File: src/rtl/stream_mux_pkt.sv
// Packet-locking, registered N:1 valid-ready stream multiplexer.
// The selection is frozen from the first accepted beat until the beat flagged last.
module stream_mux_pkt #(
  parameter int unsigned DATA_WIDTH = 32,
  parameter int unsigned N_INP      = 4,
  parameter int unsigned SEL_WIDTH  = (N_INP > 1) ? $clog2(N_INP) : 1
) (
  input  logic                        clk_i,
  input  logic                        rst_ni,
  input  logic [N_INP*DATA_WIDTH-1:0] inp_data_i,
  input  logic [N_INP-1:0]            inp_last_i,
  input  logic [N_INP-1:0]            inp_valid_i,
  output logic [N_INP-1:0]            inp_ready_o,
  input  logic [SEL_WIDTH-1:0]        inp_sel_i,
  output logic [DATA_WIDTH-1:0]       oup_data_o,
  output logic                        oup_last_o,
  output logic                        oup_valid_o,
  input  logic                        oup_ready_i,
  output logic                        locked_o,
  output logic [SEL_WIDTH-1:0]        locked_sel_o,
  output logic                        sel_err_o
);

  if (N_INP < 1) begin : g_bad_n_inp
    $fatal(1, "stream_mux_pkt: N_INP must be at least 1");
  end

  // Handshakes: a beat moves on a port in any cycle where its valid and ready
  // are both high at the rising clock edge. Ready may depend combinationally
  // on oup_ready_i and inp_sel_i; valid never depends on ready.

  typedef enum logic {
    IDLE   = 1'b0,
    LOCKED = 1'b1
  } state_e;

  localparam logic [SEL_WIDTH:0] N_INP_W = (SEL_WIDTH+1)'(N_INP);

  state_e                 state_q, state_d;
  logic [SEL_WIDTH-1:0]   sel_q, sel_d;
  logic [SEL_WIDTH-1:0]   eff_sel;
  logic                   sel_ok;
  logic                   stage_ready;
  logic                   sel_valid;
  logic                   sel_last;
  logic [DATA_WIDTH-1:0]  sel_data;
  logic                   in_hs;

  assign eff_sel     = (state_q == LOCKED) ? sel_q : inp_sel_i;
  assign sel_ok      = ({1'b0, eff_sel} < N_INP_W);
  assign stage_ready = !oup_valid_o || oup_ready_i;
  assign in_hs       = sel_valid && stage_ready;

  // Input mux; an out-of-range select matches no input, so nothing is ready.
  always_comb begin
    sel_valid   = 1'b0;
    sel_last    = 1'b0;
    sel_data    = '0;
    inp_ready_o = '0;
    for (int unsigned i = 0; i < N_INP; i++) begin
      if (eff_sel == SEL_WIDTH'(i)) begin
        sel_valid      = inp_valid_i[i];
        sel_last       = inp_last_i[i];
        sel_data       = inp_data_i[i*DATA_WIDTH +: DATA_WIDTH];
        inp_ready_o[i] = stage_ready;
      end
    end
  end

  assign sel_err_o = (state_q == IDLE) && !sel_ok && (|inp_valid_i);

  // Single output slot; reloads on the same cycle it drains for full throughput.
  always_ff @(posedge clk_i or negedge rst_ni) begin
    if (!rst_ni) begin
      oup_valid_o <= 1'b0;
      oup_data_o  <= '0;
      oup_last_o  <= 1'b0;
    end else if (in_hs) begin
      oup_valid_o <= 1'b1;
      oup_data_o  <= sel_data;
      oup_last_o  <= sel_last;
    end else if (oup_ready_i) begin
      oup_valid_o <= 1'b0;
    end
  end

  always_ff @(posedge clk_i or negedge rst_ni) begin
    if (!rst_ni) begin
      state_q <= IDLE;
      sel_q   <= '0;
    end else begin
      state_q <= state_d;
      sel_q   <= sel_d;
    end
  end

  always_comb begin
    state_d = state_q;
    sel_d   = sel_q;
    case (state_q)
      IDLE: begin
        if (in_hs && !sel_last) begin
          state_d = LOCKED;
          sel_d   = eff_sel;
        end
      end
      LOCKED: begin
        if (in_hs && sel_last) begin
          state_d = IDLE;
        end
      end
      default: state_d = IDLE;
    endcase
  end

  always_comb begin
    locked_o     = (state_q == LOCKED);
    locked_sel_o = sel_q;
  end

endmodule

File: config.mk
export PLATFORM = sky130hd
export DESIGN_NAME = stream_mux_pkt
export DESIGN_NICKNAME = d
export VERILOG_FILES = /design/src/rtl/stream_mux_pkt.sv
export SDC_FILE = /design/constraint.sdc
export NUM_CORES = 1
export LEC_CHECK = 0
export ABC_AREA = 1
export BUFFER_PORTS_ARGS = -buffer_cell sky130_fd_sc_hd__buf_2
export CAP_MARGIN = 20
export CORE_ASPECT_RATIO = 1.4
export CORE_MARGIN = 8
export CORE_UTILIZATION = 43
export CTS_CLUSTER_DIAMETER = 200
export DETAILED_ROUTE_END_ITERATION = 7
export GPL_TIMING_DRIVEN = 0
export PLACE_DENSITY = 0.85
export SYNTH_ARGS = -nofsm -noshare
export SYNTH_HDL_FRONTEND = slang
export SYNTH_SLANG_ARGS = --single-unit
File: constraint.sdc
create_clock -name clk_i -period 4.29 [get_ports clk_i]
set_input_delay 0.2145 -clock clk_i [delete_from_list [all_inputs] [get_ports clk_i]]
set_output_delay 0.2145 -clock clk_i [all_outputs]
set_load 0.005 [all_outputs]
==> impl_metrics.py, run 1 <==
metrics = {
    "logic_synthesis": {
        "synth_top_cell_by_area": "dfrtp_1",
        "synth.avg_cell_area_um2": 7.17,
        "netlist_area_um2": 2440,
        "synth_nets": 481,
        "ys.flop_type": "dfrtp_1",
        "synth.top_cells.by_area": "dfrtp_1, nand2_1, o21ai_2",
        "synth-seq-area-share": 0.380,
        "ys_ff_latch": 37,
        "yosys_warnings": 0,
        "synthDistinctLibCells": 22,
        "async_flop_share": 1.00,
        "yosysMostFrequentCell": "nand2_1",
        "synth_edf_count": 0,
        "netlist.area_leader.share": 0.380,
        "yosys-top-cells-count": "nand2_1, dfrtp_1, nand3_1",
        "netlist_instances": 340,
    },
    "routing": {
        "wl_um": 9170,
        "drt-initial-drc-count": 109,
        "drc": 0,
        "viasPerCell": 5.04,
        "ant_nets": 0,
        "post_drt_wl_per_cell_um": 15.4,
        "dr.pass1.iters": 4,
        "vias": 3007,
    },
    "finish": {
        "area_growth_pct": 44.3,
        "instances_no_fill": 597,
        "drive_gt1_frac": 0.462,
        "num-nets-final": 669,
    },
    "clock_tree": {
        "clock_sinks": 37,
        "insertion_delay_ns": 0.28,
        "cts_tree": "done",
        "cts.clk_slew.worst_paths_ns": 0.07,
        "cts_buffer_depth": 2,
        "root_buffer": "clkbuf_8",
        "postCtsResizedCells": 0,
        "htreeDepth": 2,
        "cts_buffers": 5,
        "cts_hold_buf": 0,
        "postCtsSetupBuffers": 0,
    },
    "pwr": {
        "power_frac_comb": 0.679,
        "cellLeakagePower_nw": 1.97,
        "p_clk_frac": 0.089,
        "p_per_area_nw_per_um2": 775,
        "seq_power_share": 0.231,
        "internal_power_w": 0.00138,
        "ir_drop_mv": 0.316,
        "switching_power_w": 0.00135,
        "p_sw_frac": 0.493,
        "p_total_w": 0.00273,
    },
    "global_route": {
        "grt_start_max_net_pins": 38,
        "gr-total-overflow": 0,
        "grt_pass1_wl_um": 15000,
        "grt_usage": 0.220,
        "antenna_found_initial": 2,
        "grt_pass1_vias": 3289,
    },
    "timing": {
        "finalHoldViolations": 0,
        "tns_ns": 0,
        "tightest_slew_ns": 0.829,
        "setup_ws_ns": 2.38,
        "rsz0062_at_grt": "false",
        "fin_worst_skew_ns": 0.00198,
        "whs_ns": 0.0282,
        "period_needed_ns": 1.91,
        "period_share": 0.444,
        "setup_viol": 0,
        "finalMaxSlewViolations": 0,
        "maxSlewHeadroom": 0.447,
        "timing.fmax_ghz": 0.525,
    },
    "setup_path": {
        "crit_required_ns": 4.50,
        "worstSetupPathType": "reg2reg",
        "cp-end-kind": "flip-flop",
        "crit_path_max_fanout": 10,
        "ff2ff_setup_slack_ns": 2.38,
        "critPathLaunchType": "flip-flop",
        "arrival_ns": 2.12,
    },
    "floorplan": {
        "ioPinCount": 183,
        "rows": 32,
        "core_area_um2": 5490,
        "die_area_um2": 8370,
        "floorplan.initialDensity": 0.445,
        "die-height_um": 105,
        "die_w_um": 79.6,
    },
    "placed_design": {
        "place.port_buffers": 181,
        "dpl.hpwl_um": 7580,
        "dp_slack_ns": 2.37,
        "place_inst": 589,
        "gp_congestion": 0.867,
    },
    "outcome": {
        "status": "finished, final reports clean",
    },
    "worst_hold_path": {
        "hp-class": "in2async",
    },
    "run": {
        "maxCapViolations": 0,
    },
}
-- worst paths after layout --
check	start	to	depth (start not counted)
worst max-delay path	flip-flop	oup_data_o[0]	9
worst min-delay path	rst_ni	oup_data_o[28]	1
worst max register to register	flip-flop	oup_data_o[0]	9
worst min register to register	oup_data_o[13]	oup_data_o[13]	2
max in group asynchronous	rst_ni	oup_data_o[14]	1
min in group clk_i	inp_data_i[110]	oup_data_o[14]	3
-- cells by family (layout without fill, tap and decap cells) --
| group | Yosys count | after routing | synth area share |
|---|---|---|---|
| buffers and inverters | 30 | 218 | 0.0718 |
| DFF | 37 | 37 | 0.380 |
| and+or+nand+nor | 208 | 208 | 0.364 |
| other | 1 | 2 | 0.00154 |
| AOI/OAI and AO/OA | 64 | 64 | 0.183 |
-- worst max-delay path, cell delays in order (launching register included) --
cell and delay [ns]:
dfrtp_1 0.44, inv_2 0.12, nand2_1 0.12, nand2_2 0.10
nor2_1 0.32, buf_2 0.35, nand2_1 0.09, nand3_1 0.09
a21oi_1 0.06, o21ai_2 0.15
-- sequential cells by signal, summed over array words and instances, names as in the netlist, named ones only --
register	count
oup_data_o	32
locked_sel_o	2
oup_last_o	1
oup_valid_o	1
-- stage by stage --
stage | util | cell area, µm²
after floorplan | - | 2440
after global placement | 0.625 | 3430
after detailed placement | 0.625 | 3430
after CTS | 0.641 | 3520
after global routing | 0.641 | 3520
final | 0.641 | 3520
-- metal layers --
layer,part of all wire,vias to the layer above,track usage
li1,-,1485,-
met1,0.37,1341,0.222
met2,0.50,157,0.395
met3,0.10,22,0.0763
met4,0.028,2,0.0864
met5,0.0011,-,0
-- power by group through the flow --
stage	logic, W	clock network, W	registers [W]
floorplan	0.00125	0	0.000651
global placement	0.00182	0	0.000626
detailed placement	0.00188	0	0.000635
CTS	0.00188	0.000247	0.000631
global route	0.00208	0.000260	0.000656
finish	0.00185	0.000243	0.000631
-- placed cells by master, fill, tap and decap left out --
master / n
a21oi_1: 30
a21oi_4: 1
buf_2: 190
buf_4: 1
buf_6: 6
clkbuf_1: 4
clkbuf_8: 6
conb_1: 1
dfrtp_1: 37
diode_2: 1
inv_1: 9
inv_2: 1
inv_4: 1
nand2_1: 151
nand2_2: 5
nand2_4: 2
nand3_1: 36
nand4_1: 5
nor2_1: 4
nor2_8: 1
nor3_1: 4
o21a_1: 1
o21ai_0: 2
o21ai_2: 30
-- area by class of cell --
cell class,count,area (µm²)
Fill cell,499,1970
Multi-Input combinational cell,273,1340
Sequential cell,37,926
Timing Repair Buffer,181,906
Buffer,19,131
Clock buffer,7,86.3
Tap cell,68,85.1
Inverter,11,43.8
Antenna cell,1,2.50
No activity file was read; power rests on OpenSTA's default activity.
==> run 2: changes to the inputs <==
Settings changed: CORE_UTILIZATION 43 to 41, PLACE_DENSITY 0.85 to 0.82.
Clock period 4.29 ns to 1.9 ns, I/O delays scaled along.
==> impl_metrics.py, run 2 (synthesized netlist as in run 1, its figures left out) <==
metrics = {
    "timing": {
        "maxSlewHeadroom": 0.447,
        "fin_worst_skew_ns": 0.00302,
        "rsz0062_at_grt": "false",
        "finalHoldViolations": 0,
        "setup_viol": 0,
        "period_needed_ns": 1.72,
        "timing.fmax_ghz": 0.581,
        "whs_ns": 0.0976,
        "period_share": 0.906,
        "tns_ns": 0,
        "finalMaxSlewViolations": 0,
        "tightest_slew_ns": 0.830,
    },
    "clock_tree": {
        "cts.clk_slew.worst_paths_ns": 0.07,
        "htreeDepth": 2,
        "cts_tree": "done",
        "cts_buffer_depth": 2,
        "insertion_delay_ns": 0.28,
        "clock_sinks": 37,
        "cts_buffers": 5,
        "root_buffer": "clkbuf_8",
    },
    "outcome": {
        "status": "finished, final reports clean",
    },
    "routing": {
        "ant_nets": 0,
        "viasPerCell": 4.99,
        "drc": 0,
        "drt-initial-drc-count": 116,
        "vias": 3004,
        "dr.pass1.iters": 4,
        "post_drt_wl_per_cell_um": 15.3,
        "wl_um": 9190,
    },
    "run": {
        "maxCapViolations": 0,
    },
    "pwr": {
        "p_per_area_nw_per_um2": 1760,
        "ir_drop_mv": 0.687,
        "p_total_w": 0.00630,
        "cellLeakagePower_nw": 1.99,
    },
    "finish": {
        "area_growth_pct": 46.7,
        "top_register": "oup_data_o",
        "layout_commonest_cell": "buf_2",
        "num-nets-final": 672,
        "instances_no_fill": 602,
        "largest_reg_flops": 32,
        "post-route-util": 0.614,
        "drive_gt1_frac": 0.470,
        "antenna_cells": 0,
        "layout_common_cells": "buf_2, nand2_1, nand3_1, dfrtp_1",
    },
    "setup_path": {
        "crit_required_ns": 2.06,
        "cp-end-kind": "flip-flop",
        "crit_path_max_fanout": 10,
        "worstSetupPathType": "reg2reg",
        "critPathLaunchType": "flip-flop",
        "arrival_ns": 1.89,
    },
    "placed_design": {
        "place_inst": 591,
        "place.port_buffers": 181,
        "gp_congestion": 0.853,
        "dpl.hpwl_um": 7560,
    },
    "floorplan": {
        "ioPinCount": 183,
        "core_area_um2": 5820,
        "die_area_um2": 8710,
        "floorplan.initialDensity": 0.419,
        "rows": 33,
        "die_w_um": 81.2,
        "die-height_um": 107,
    },
    "global_route": {
        "grt_start_max_net_pins": 38,
        "antenna_found_initial": 0,
        "grt_usage": 0.210,
        "grt_pass1_wl_um": 14400,
        "grt_pass1_vias": 3150,
        "gr-total-overflow": 0,
    },
    "worst_hold_path": {
        "hp-class": "in2reg",
    },
}
run 2: stage by stage:
| step | cell area, µm² | setup slack [ns] |
|---|---|---|
| after floorplan | 2440 | 0.312 |
| after global placement | 3430 | -0.0759 |
| after detailed placement | 3430 | -0.110 |
| after CTS | 3520 | 0.0148 |
| after global routing | 3580 | 0.0339 |
| final | 3580 | 0.178 |
run 2: power breakdown:
group          switching [W]  internal [W]  leakage, nW
clock               0.000261      0.000261       0.0395
sequential          0.000216       0.00121        0.449
combinational        0.00262       0.00173         1.50
run 2: layout make-up:
type / count / area, µm²
well taps: 70 / 87.6
inverters: 11 / 43.8
flip-flops and latches: 37 / 927
plain buffers: 19 / 153
multi-input cells: 273 / 1360
fillers: 549 / 2240
repair buffers: 184 / 931
clock buffers: 8 / 80.1
run 2: repair_timing:
item,4_1_cts,5_1_grt
resized for setup,1,15
hold buffers,1,0
setup buffers,0,2
endpoints found under the hold margin,37,0
endpoints found under the setup margin,30,32
pin swaps,0,1
cloned,0,0
run 2: layer usage:
metal	GRT usage	up-vias	share of wire
li1	-	1486	-
met1	0.210	1353	0.36
met2	0.390	153	0.53
met3	0.0661	12	0.099
met4	0.0679	0	0.011
met5	0	-	0
run 2: final timing paths:
check	startpoint	to	slack, ns	depth (start not counted)
max	flip-flop	oup_data_o[23]	0.18	9
min	inp_data_i[111]	oup_data_o[15]	0.1	3
min in group asynchronous	rst_ni	locked_sel_o[0]	0.45	2
max in group asynchronous	rst_ni	asynchronous set/reset pin	0.88	2
min reg2reg	oup_data_o[17]	oup_data_o[17]	0.48	2
max reg2reg	flip-flop	oup_data_o[23]	0.18	9
run 2: critical path: stages (launching register included):
cell and delay [ns]:
dfrtp_2 0.45, inv_2 0.14, nand2_1 0.11, nand2_2 0.16, nor2_2 0.09, clkbuf_4 0.21, nand2_1 0.10, nand3_1 0.09
a21oi_1 0.18, o21ai_2 0.08
==> run 3: changes to the inputs <==
Settings changed: CORE_UTILIZATION 41 to 42, CTS_BUF_LIST set to sky130_fd_sc_hd__clkbuf_2, PLACE_DENSITY 0.82 to 0.83.
==> impl_metrics.py, run 3 (synthesized netlist as in run 1, its figures left out) <==
metrics = {
    "outcome": {
        "status": "finished, final reports clean",
    },
    "setup_path": {
        "cpMaxStageDelayCell": "dfrtp_2",
        "crit_required_ns": 2.23,
        "crit_path_max_fanout": 10,
        "arrival_ns": 2.07,
        "worstSetupPathType": "reg2reg",
        "path_cells": "inv_2 > nand2_2 > nand2_4 > nor2_8 > clkbuf_1 > a21oi_1 > o21ai_2",
        "critPathBufInv": 2,
        "path_delay_family": "buffers and inverters",
        "r2r_cells": 7,
        "r2r_end": "oup_data_o[8]",
        "critPathLaunchType": "flip-flop",
        "slowest_delay_ns": 0.46,
        "ff2ff_setup_slack_ns": 0.15,
        "cp-end-kind": "flip-flop",
    },
    "worst_hold_path": {
        "hold_path_depth": 5,
        "hp-class": "in2reg",
        "whs_endpoint": "oup_data_o[28]",
        "hold_start": "inp_data_i[28]",
    },
    "finish": {
        "drive_gt1_frac": 0.448,
        "layout_common_cells": "buf_2, nand2_1, nand3_1, dfrtp_1, dlygate4sd3_1",
        "area_growth_pct": 61.3,
        "num-nets-final": 707,
        "fin_area_um2": 3930,
        "largest_reg_flops": 32,
        "layout_commonest_cell": "buf_2",
        "top_register": "oup_data_o",
        "antenna_cells": 0,
    },
    "timing": {
        "finalMaxSlewViolations": 0,
        "timing.fmax_ghz": 0.573,
        "tightest_slew_ns": 0.829,
        "whs_ns": 0.0322,
        "period_share": 0.919,
        "fin_worst_skew_ns": 0.0121,
        "setup_viol": 0,
        "maxSlewHeadroom": 0.447,
        "finalHoldViolations": 0,
        "period_needed_ns": 1.75,
    },
    "clock_tree": {
        "htreeDepth": 2,
        "insertion_delay_ns": 0.38,
        "root_buffer": "clkbuf_2",
        "cts_buffers": 5,
        "cts_buffer_depth": 2,
        "cts_tree": "done",
        "clock_sinks": 37,
        "cts.clk_slew.worst_paths_ns": 0.20,
    },
    "routing": {
        "dr.pass1.iters": 4,
        "ant_nets": 0,
        "wl_um": 9980,
        "viasPerCell": 4.98,
        "vias": 3175,
        "drc": 0,
        "drt-initial-drc-count": 124,
        "post_drt_wl_per_cell_um": 15.7,
    },
    "pwr": {
        "p_per_area_nw_per_um2": 1660,
        "cellLeakagePower_nw": 2.15,
        "ir_drop_mv": 0.717,
    },
    "floorplan": {
        "core_area_um2": 5740,
        "die_w_um": 80.4,
        "die_area_um2": 8540,
        "die-height_um": 106,
        "ioPinCount": 183,
        "floorplan.initialDensity": 0.425,
        "rows": 33,
    },
    "global_route": {
        "antenna_found_initial": 0,
        "grt_pass1_wl_um": 15800,
        "gr-total-overflow": 0,
        "grt_pass1_vias": 3427,
        "grt_start_max_net_pins": 38,
        "grt_usage": 0.231,
    },
    "placed_design": {
        "place.port_buffers": 181,
        "postPlaceCellArea_um2": 3430,
        "dpl.hpwl_um": 7560,
        "gp_congestion": 0.916,
    },
    "run": {
        "maxCapViolations": 0,
    },
}
[run 3: repair_timing]
action                                  CTS  global route
endpoints found under the hold margin    69             1
gates resized for setup                   2            12
endpoints found under the setup margin   16            33
pin swaps                                 0             1
setup buffers                             0             4
hold buffers                             33             1
[run 3: final cells by class]
class,count,area [µm²]
plain buffers,19,149
clock buffers,5,25.0
clock inverters,3,65.1
fillers,490,1810
inverters,11,43.8
multi-input cells,273,1360
flip-flops and latches,37,927
well taps,70,87.6
repair buffers,219,1280
[run 3: how the worst max path moves through the flow]
stage	start	end	slack, ns	depth (start not counted)
5_1_grt	flip-flop	oup_data_o[27]	-0.01	9
3_3_place_gp	flip-flop	oup_data_o[1]	0.005	9
6_report	flip-flop	oup_data_o[8]	0.15	7
2_1_floorplan	flip-flop	oup_data_o[23]	0.31	10
3_5_place_dp	flip-flop	oup_data_o[1]	-0.06	9
4_1_cts	flip-flop	oup_data_o[1]	0.01	9
[run 3: power breakdown]
group	switching (W)	internal (W)	leakage (nW)
Combinational	0.00268	0.00181	1.64
Sequential	0.000213	0.00121	0.449
Clock	0.000272	0.000353	0.0529
[run 3: routing by layer]
metal,vias to the layer above,GRT usage,part of all wire
li1,1559,-,-
met1,1416,0.242,0.36
met2,170,0.405,0.51
met3,30,0.0642,0.091
met4,0,0.114,0.039
met5,-,0,0
[run 3: worst reg2reg max path: stages (launching register included)]
cell and delay [ns]:
dfrtp_2 0.46, inv_2 0.10, nand2_2 0.08, nand2_4 0.10, nor2_8 0.18, clkbuf_1 0.43
a21oi_1 0.19, o21ai_2 0.17
[run 3: per-stage QoR]
step                      total power (W)   util  instances  setup TNS (ns)  setup slack [ns]
after floorplan                   0.00430      -        340               0             0.312
after global placement            0.00554  0.598        591               0           0.00452
after detailed placement          0.00569  0.598        591          -0.286           -0.0574
after CTS                         0.00639  0.672        632               0            0.0136
after global routing              0.00712  0.685        637         -0.0277           -0.0111
final                             0.00653  0.685        637               0             0.154
